$ cat config.mk
export PLATFORM = sky130hd
export DESIGN_NAME = accum_5
export DESIGN_NICKNAME = d
export VERILOG_FILES = /design/src/rtl/accum5_pkg.sv /design/src/rtl/accum5_alu.sv /design/src/rtl/accum_5.sv
export SDC_FILE = /design/constraint.sdc
export NUM_CORES = 1
export LEC_CHECK = 0
export ABC_CLOCK_PERIOD_IN_PS = 2500
export CAP_MARGIN = 25
export CORE_MARGIN = 8
export CORE_UTILIZATION = 30
export DETAILED_ROUTE_END_ITERATION = 10
export PLACE_DENSITY = 0.53
export SETUP_SLACK_MARGIN = 0.15
export SLEW_MARGIN = 0
export SYNTH_ARGS = -nofsm -noshare
export SYNTH_HDL_FRONTEND = slang
export SYNTH_SLANG_ARGS = --single-unit
$ cat constraint.sdc
create_clock -name Clk -period 2.5 [get_ports Clk]
set_clock_uncertainty 0.1 [all_clocks]
set_input_delay 0.25 -clock Clk [delete_from_list [all_inputs] [get_ports Clk]]
set_output_delay 0.25 -clock Clk [all_outputs]
set_load 0.01 [all_outputs]
$ cat src/rtl/accum5_pkg.sv
// ---------------------------------------------------------------------------
// accum5_pkg
// Shared definitions for the accum_5 execute stage.
//   ACC_W                   : datapath width (fixed at 4 bits)
//   opcode_e                : 4-bit opcode set, OP_ADD (0) .. OP_ROR (15)
//   CMP_LT/EQ/GT_BIT        : bit positions of the CMP result flags
// Optional feature macro used by the design: ACCUM5_CIN_EN
// ---------------------------------------------------------------------------
package accum5_pkg;

  localparam int ACC_W = 4;

  // Result layout for CMP: {0, a>b, a==b, a<b}
  localparam int CMP_LT_BIT = 0;
  localparam int CMP_EQ_BIT = 1;
  localparam int CMP_GT_BIT = 2;

  typedef enum logic [3:0] {
    OP_ADD  = 4'd0,
    OP_SUB  = 4'd1,
    OP_CMP  = 4'd2,
    OP_AND  = 4'd3,
    OP_OR   = 4'd4,
    OP_NOT  = 4'd5,
    OP_INC  = 4'd6,
    OP_DEC  = 4'd7,
    OP_SHL0 = 4'd8,
    OP_SHL1 = 4'd9,
    OP_SHR0 = 4'd10,
    OP_SHR1 = 4'd11,
    OP_ASL  = 4'd12,
    OP_ASR  = 4'd13,
    OP_ROL  = 4'd14,
    OP_ROR  = 4'd15
  } opcode_e;

endpackage

$ cat src/rtl/accum5_alu.sv
// ---------------------------------------------------------------------------
// accum5_alu
// Purely combinational 4-bit ALU core for accum_5.
// Ports:
//   a, b  (in, 4)  : operands; b only matters for ADD/SUB/CMP/AND/OR
//   cin   (in, 1)  : carry/borrow in, honoured by ADD/SUB only when
//                    ACCUM5_CIN_EN is defined, otherwise treated as 0
//   m     (in, 4)  : opcode (accum5_pkg::opcode_e encoding)
//   res   (out, 4) : result
//   flag  (out, 1) : carry / borrow / shifted-out / sign-change flag
// Configuration macro: ACCUM5_CIN_EN
// ---------------------------------------------------------------------------
module accum5_alu
  import accum5_pkg::*;
(
  input  logic [ACC_W-1:0] a,
  input  logic [ACC_W-1:0] b,
  input  logic             cin,
  input  logic [3:0]       m,
  output logic [ACC_W-1:0] res,
  output logic             flag
);

  logic             w_cinEff;
  logic [ACC_W:0]   w_sum;
  logic [ACC_W:0]   w_diff;
  logic [ACC_W:0]   w_inc;
  logic [ACC_W:0]   w_dec;
  opcode_e          w_op;

`ifdef ACCUM5_CIN_EN
  assign w_cinEff = cin;
`else
  // Carry-in disabled: the port stays for pin compatibility but is forced
  // to zero here so it has a defined (dead) load.
  assign w_cinEff = cin & 1'b0;
`endif

  // Extended-width arithmetic: bit ACC_W of the sum is the carry out, and
  // of the difference it is the borrow (the subtraction wraps negative).
  assign w_sum  = {1'b0, a} + {1'b0, b} + {{ACC_W{1'b0}}, w_cinEff};
  assign w_diff = {1'b0, a} - {1'b0, b} - {{ACC_W{1'b0}}, w_cinEff};
  assign w_inc  = {1'b0, a} + {{ACC_W{1'b0}}, 1'b1};
  assign w_dec  = {1'b0, a} - {{ACC_W{1'b0}}, 1'b1};

  assign w_op = opcode_e'(m);

  // Opcode decode; result and flag defaulted first so no path latches.
  always_comb begin
    res  = '0;
    flag = 1'b0;
    case (w_op)
      OP_ADD: begin
        res  = w_sum[ACC_W-1:0];
        flag = w_sum[ACC_W];
      end
      OP_SUB: begin
        res  = w_diff[ACC_W-1:0];
        flag = w_diff[ACC_W];
      end
      OP_CMP: begin
        res[CMP_GT_BIT] = (a > b);
        res[CMP_EQ_BIT] = (a == b);
        res[CMP_LT_BIT] = (a < b);
      end
      OP_AND: res = a & b;
      OP_OR:  res = a | b;
      OP_NOT: res = ~a;
      OP_INC: begin
        res  = w_inc[ACC_W-1:0];
        flag = w_inc[ACC_W];
      end
      OP_DEC: begin
        res  = w_dec[ACC_W-1:0];
        flag = w_dec[ACC_W];
      end
      OP_SHL0: begin
        res  = {a[ACC_W-2:0], 1'b0};
        flag = a[ACC_W-1];
      end
      OP_SHL1: begin
        res  = {a[ACC_W-2:0], 1'b1};
        flag = a[ACC_W-1];
      end
      OP_SHR0: begin
        res  = {1'b0, a[ACC_W-1:1]};
        flag = a[0];
      end
      OP_SHR1: begin
        res  = {1'b1, a[ACC_W-1:1]};
        flag = a[0];
      end
      OP_ASL: begin
        // Flag marks a change of sign bit caused by the shift.
        res  = {a[ACC_W-2:0], 1'b0};
        flag = a[ACC_W-1] ^ a[ACC_W-2];
      end
      OP_ASR: begin
        res  = {a[ACC_W-1], a[ACC_W-1:1]};
        flag = a[0];
      end
      OP_ROL: begin
        res  = {a[ACC_W-2:0], a[ACC_W-1]};
        flag = a[ACC_W-1];
      end
      OP_ROR: begin
        res  = {a[0], a[ACC_W-1:1]};
        flag = a[0];
      end
      default: begin
        res  = '0;
        flag = 1'b0;
      end
    endcase
  end

endmodule

$ cat src/rtl/accum_5.sv
// ---------------------------------------------------------------------------
// accum_5
// Registered 4-bit ALU execute stage: one-cycle latency, no feedback.
// Ports:
//   r      (out, 4) : registered result
//   of     (out, 1) : registered carry/borrow/shift-out flag
//   a, b   (in, 4)  : operands
//   cin    (in, 1)  : carry/borrow in (used only with ACCUM5_CIN_EN)
//   m      (in, 4)  : opcode from the controller
//   Clk    (in, 1)  : rising-edge clock
//   nReset (in, 1)  : synchronous reset, ACTIVE-HIGH despite the name
// Configuration macro: ACCUM5_CIN_EN (selects carry-in support in the ALU)
// ---------------------------------------------------------------------------
module accum_5
  import accum5_pkg::*;
(
  output logic [ACC_W-1:0] r,
  output logic             of,
  input  logic [ACC_W-1:0] a,
  input  logic [ACC_W-1:0] b,
  input  logic             cin,
  input  logic [3:0]       m,
  input  logic             Clk,
  input  logic             nReset
);

  logic [ACC_W-1:0] w_res;
  logic             w_flag;
  logic [ACC_W-1:0] r_res;
  logic             r_flag;

  accum5_alu u_alu (
    .a    (a),
    .b    (b),
    .cin  (cin),
    .m    (m),
    .res  (w_res),
    .flag (w_flag)
  );

  // Output registers; reset wins over any opcode presented at the same edge.
  always_ff @(posedge Clk) begin
    if (nReset) begin
      r_res  <= '0;
      r_flag <= 1'b0;
    end else begin
      r_res  <= w_res;
      r_flag <= w_flag;
    end
  end

  assign r  = r_res;
  assign of = r_flag;

endmodule

* Yosys cells after proc, flatten, opt, wreduce, memory -nomap -nowiden
Cells that the tools add are included.
Storage, ports and cells: bits in registers 5, output and inout port bits 5, word-level logic and storage cells 36
Cells by class: add/sub/neg operators 4, order comparisons 2, equality and inequality tests 16, multiplexer cells 3, bitwise gates (word level) 4, reductions and logical operators 5
Operators with widths (count):
- 3-bit one-hot mux with 12 select lines | 1
- 4-bit equality test (second input constant) | 8
- 4-bit by 3-bit equality test with 1-bit output (second input constant) | 4
- 1-bit one-hot mux with 11 select lines | 1
- 4-bit by 2-bit equality test with 1-bit output (second input constant) | 2
- 4-bit OR reduction | 2
- 1-bit one-hot mux with 7 select lines | 1
- 4-bit by 1-bit adder with 5-bit output (second input constant) | 1
- 4-bit by 4-bit adder with 5-bit output | 1
- 4-bit by 1-bit subtractor with 5-bit output (second input constant) | 1
- 4-bit by 4-bit subtractor with 5-bit output | 1
- 4-bit bitwise AND | 1
- 4-bit by 1-bit equality test with 1-bit output (second input constant) | 1
- 4-bit equality test | 1
- 4-bit > comparator | 1
- 4-bit logical NOT | 1
- 4-bit < comparator | 1
- 4-bit inverter | 1
- 4-bit bitwise OR | 1
- 3-bit OR reduction | 1
- 2-bit OR reduction | 1
- 1-bit bitwise XOR | 1

* Depth between registers and ports, before layout
Gate-level depths: netlist of run 1.
depth after elaboration 3, depth in mapped cells 9, depth with buffers taken out 9

* Modules after synthesis
Synthesis of run 1 repeated with hierarchy kept, for this count alone.
Second synthesis, totals: cells, all modules 135, area, all modules 1019.7 um^2
Modules (own cells, without submodules):
- accum5_alu | times used 1, cells an instance 125, area each 888.4 um^2
- accum_5 | times used 1, cells an instance 10, area each 131.4 um^2

* Least setup slack after synthesis of run 1
Ideal clock, no wire load.
path kind input to register, from in a[1], to reg r_res[1] (netlist: r[1]), data arrival time 1.957 ns, data required time 2.297 ns, path slack 0.339 ns, stages on the path 8, cells stage by stage clkbuf_1 -> inv_1 -> ha_1 -> or4_4 -> a2bb2oi_2 -> o21ai_2 -> a21oi_1 -> a2111oi_2
Between the ends: word-level cells in the longest chain between the ends 2
Ends and longest elaborated chain:
- from (decl) | line accum_5.sv:19 | input logic [ACC_W-1:0] a,
- 4-bit by 1-bit subtractor with 5-bit output, or another cell as far along | line accum5_alu.sv:44 | assign w_dec = {1'b0, a} - {{ACC_W{1'b0}}, 1'b1};
- 3-bit one-hot mux with 12 select lines (*) | line accum5_alu.sv:52 | case (w_op)
- to (signal assigned) | line accum_5.sv:47 | r_res <= w_res;
- to (decl) | line accum_5.sv:29 | logic [ACC_W-1:0] r_res;
Mark *: on every way between the ends. The rest lies on a longest branch, timed or not. A chain may end at the register's enable or synchronous reset.

* Worst setup path in the final report of run 1
from in b[2], to reg r_res[1] (netlist: r[1])
Between the ends: word-level cells in the longest chain between the ends 2
Ends and longest elaborated chain:
- from (decl) | line accum_5.sv:20 | input logic [ACC_W-1:0] b,
- 4-bit equality test | line accum5_alu.sv:63 | res[CMP_EQ_BIT] = (a == b);
- 3-bit one-hot mux with 12 select lines | line accum5_alu.sv:52
No other way between the ends.

==> results.sh, run 1 <==
export IMPL_start_util=0.307
export IMPL_port_buffers=18
export IMPL_vias=1226
export IMPL_dieArea_um2=5890
export IMPL_arrival_ns=2.25
export IMPL_io_pin_count=20
export IMPL_syn_instance_count=145
export IMPL_synth_seq_cells=5
export IMPL_syn_cell_area_um2=1110
export IMPL_rsz0062_at_grt="yes"
export IMPL_seq_area_frac_synth=0.0905
export IMPL_end_kind="flop"
export IMPL_grt_max_degree=28
export IMPL_core_um2=3610
export IMPL_powerDensity_nw_per_um2=300
export IMPL_root_buffer="clkbuf_8"
export IMPL_drt_iter0_drc=87
export IMPL_cts_setup_buffers=0
export IMPL_postRouteAntennaNets=0
export IMPL_hold_path_cell_count=6
export IMPL_cts_tree="built"
export IMPL_setup_viol=0
export IMPL_avgRoutedWirePerCell_um=14.3
export IMPL_crit_fanout=5
export IMPL_postSynthAreaPerCell_um2=7.63
export IMPL_hold_viol=0
export IMPL_syn_nets=180
export IMPL_grt_pass1_wl_um=5590
export IMPL_synth_edf_count=0
export IMPL_fin_nets=221
export IMPL_drv_cap=0
export IMPL_power_uw=485
export IMPL_period_needed_ns=2.24
export IMPL_yosys_warnings=0
export IMPL_setup_ws_ns=0.260
export IMPL_fin_cells=233
export IMPL_multi_input_area_um2=947
export IMPL_area_growth_synth_to_final_pct=45.9
export IMPL_path_class="in2reg"
export IMPL_ctsLongestPathBuffers=2
export IMPL_finalCritPeriodShare=0.896
export IMPL_clock_sinks=5
export IMPL_slew_headroom=0.615
export IMPL_drc=0
export IMPL_startpoint_type="primary input"
export IMPL_min_path_type="in2reg"
export IMPL_grt_pass1_vias=1225
export IMPL_worst_pin_slew_ns=0.573
export IMPL_drv_slew=0
export IMPL_seqCellArea_um2=100
export IMPL_synth_async_reset_ratio=0
export IMPL_drtPass1Iterations=4
export IMPL_fmax_mhz=446
export IMPL_gp_congestion=0.844
export IMPL_cellLeakagePower_nw=0.709
export IMPL_startpoint="b[2]"
export IMPL_crit_required_ns=2.51
export IMPL_fp_dieW_um=76.7
export IMPL_worstHoldStart="a[0]"
export IMPL_grt_usage=0.110
export IMPL_wl_um=3330
export IMPL_rows=22
export IMPL_hold_buffers=0
export IMPL_drive_above_1_share=0.254
export IMPL_ir_drop_mv=0.0974
export IMPL_antennaDiodeCount=0
export IMPL_numCtsBuffers=3
export IMPL_die_h_um=76.7
export IMPL_yosysUniqueCellTypes=49
export IMPL_h_tree_depth=1
export IMPL_cts_clk_slew_worst_paths_ns=0.03
export IMPL_synth_ff_type="dfxtp_1"
export IMPL_outcome="finished, final reports clean"
export IMPL_nFillCells=379
export IMPL_place_ws_ns=-0.0746
export IMPL_viasPerCell=5.26
export IMPL_grt_overflow=0
export IMPL_dp_cells=229
export IMPL_hold_path_endpoint="r[1]$_SDFF_PP0_"
export IMPL_hpwl_um=2640
export IMPL_antenna_found_initial=0
registers in the layout, indices dropped and copies added (netlist names):
register	flops
r	4
of	1
cell usage in the layout (no fill, tap or decap), drive strengths merged, types with 2 or more instances in the layout:
cell type / instances
nand4b: 2
or3: 2
nor2: 6
buf: 27
dlymetal6s2s: 4
mux2i: 3
o21ai: 12
a31oi: 4
fa: 2
a21oi: 7
o221ai: 2
nor2b: 4
o211ai: 2
nand2b: 7
o21a: 2
and3: 3
clkbuf: 4
clkdlybuf4s50: 14
inv: 15
o311ai: 2
dfxtp: 5
nand2: 9
o32ai: 2
nand4: 2
nor3: 5
ha: 18
kinds of logic after synthesis:
group | synth area share
fa+ha+maj | 0.240
xor+xnor | 0.00792
simple gates | 0.231
mux | 0.0373
buf+inv | 0.0939
compound gates | 0.300
flops | 0.0905
worst max-delay path, cell delays in order:
cell and delay, ns:
clkdlybuf4s50_1 0.50, inv_2 0.07, ha_4 0.23, or4_4 0.54, a2bb2oi_2 0.15, o21ai_2 0.10, a21oi_1 0.07, a2111oi_2 0.34
power breakdown:
group	internal (mW)	switching [mW]	total [mW]
Clock	0.109	0.0349	0.144
Combinational	0.129	0.122	0.251
Sequential	0.0878	0.00172	0.0895
per-layer routing:
layer	share of wire	vias to the layer above	track usage	routed length, um
met1	0.44	567	0.136	1450
li1	-	614	-	-
met2	0.50	39	0.191	1680
met4	0.014	0	0.0423	48
met3	0.045	6	0.0117	149
met5	0	-	0	0
through the flow:
| step | utilization | cell area, um^2 | setup TNS, ns | hold WS [ns] |
|---|---|---|---|---|
| 6_report | 0.448 | 1610 | 0 | 0.561 |
| 5_1_grt | 0.448 | 1610 | 0 | 0.627 |
| 4_1_cts | 0.432 | 1560 | 0 | 0.613 |
| 3_5_place_dp | 0.420 | 1510 | -0.108 | 0.835 |
| 3_3_place_gp | 0.420 | 1510 | -0.0461 | 0.853 |
| 2_1_floorplan | - | 1110 | 0 | 0.219 |
synthesized netlist by cell type (3+ instances only):
| cell | number | area share |
|---|---|---|
| a21oi_1 | 7 | 0.032 |
| a31oi_1 | 4 | 0.023 |
| and3_1 | 3 | 0.017 |
| buf_2 | 5 | 0.023 |
| dfxtp_1 | 5 | 0.091 |
| ha_1 | 18 | 0.20 |
| inv_1 | 14 | 0.048 |
| mux2i_1 | 3 | 0.027 |
| nand2_1 | 9 | 0.031 |
| nand2b_1 | 7 | 0.040 |
| nor2_1 | 6 | 0.020 |
| nor2b_1 | 4 | 0.023 |
| nor3_1 | 5 | 0.023 |
| o21ai_0 | 7 | 0.032 |
| o21ai_1 | 4 | 0.018 |
how the worst max path moves through the flow:
stage / endpoint / slack [ns]
floorplan: r[1]$_SDFF_PP0_ / 0.34
global placement: r[2]$_SDFF_PP0_ / -0.03
detailed placement: r[2]$_SDFF_PP0_ / -0.07
CTS: r[2]$_SDFF_PP0_ / 0.16
global route: r[2]$_SDFF_PP0_ / 0.14
finish: r[1]$_SDFF_PP0_ / 0.26
layout make-up:
cell class,instances,share of cell area
Sequential cell,5,0.0620
Inverter,15,0.0349
Clock buffer,4,0.0279
Timing Repair Buffer,45,0.251
Multi-Input combinational cell,116,0.587
Tap cell,48,0.0372
repair_timing:
action                                  4_1_cts  5_1_grt
endpoints found under the setup margin        1        4
pin swaps                                     0        4
endpoints found under the hold margin         0        0
gates resized for setup                       1       14
(Power assumes the default switching activity.)
==> run 2, diff against run 1 <==
Settings changed: SLEW_MARGIN 0 to 20.
==> results of run 2 <==
No change in the layout: final DEF, timing and power equal those of run 1.
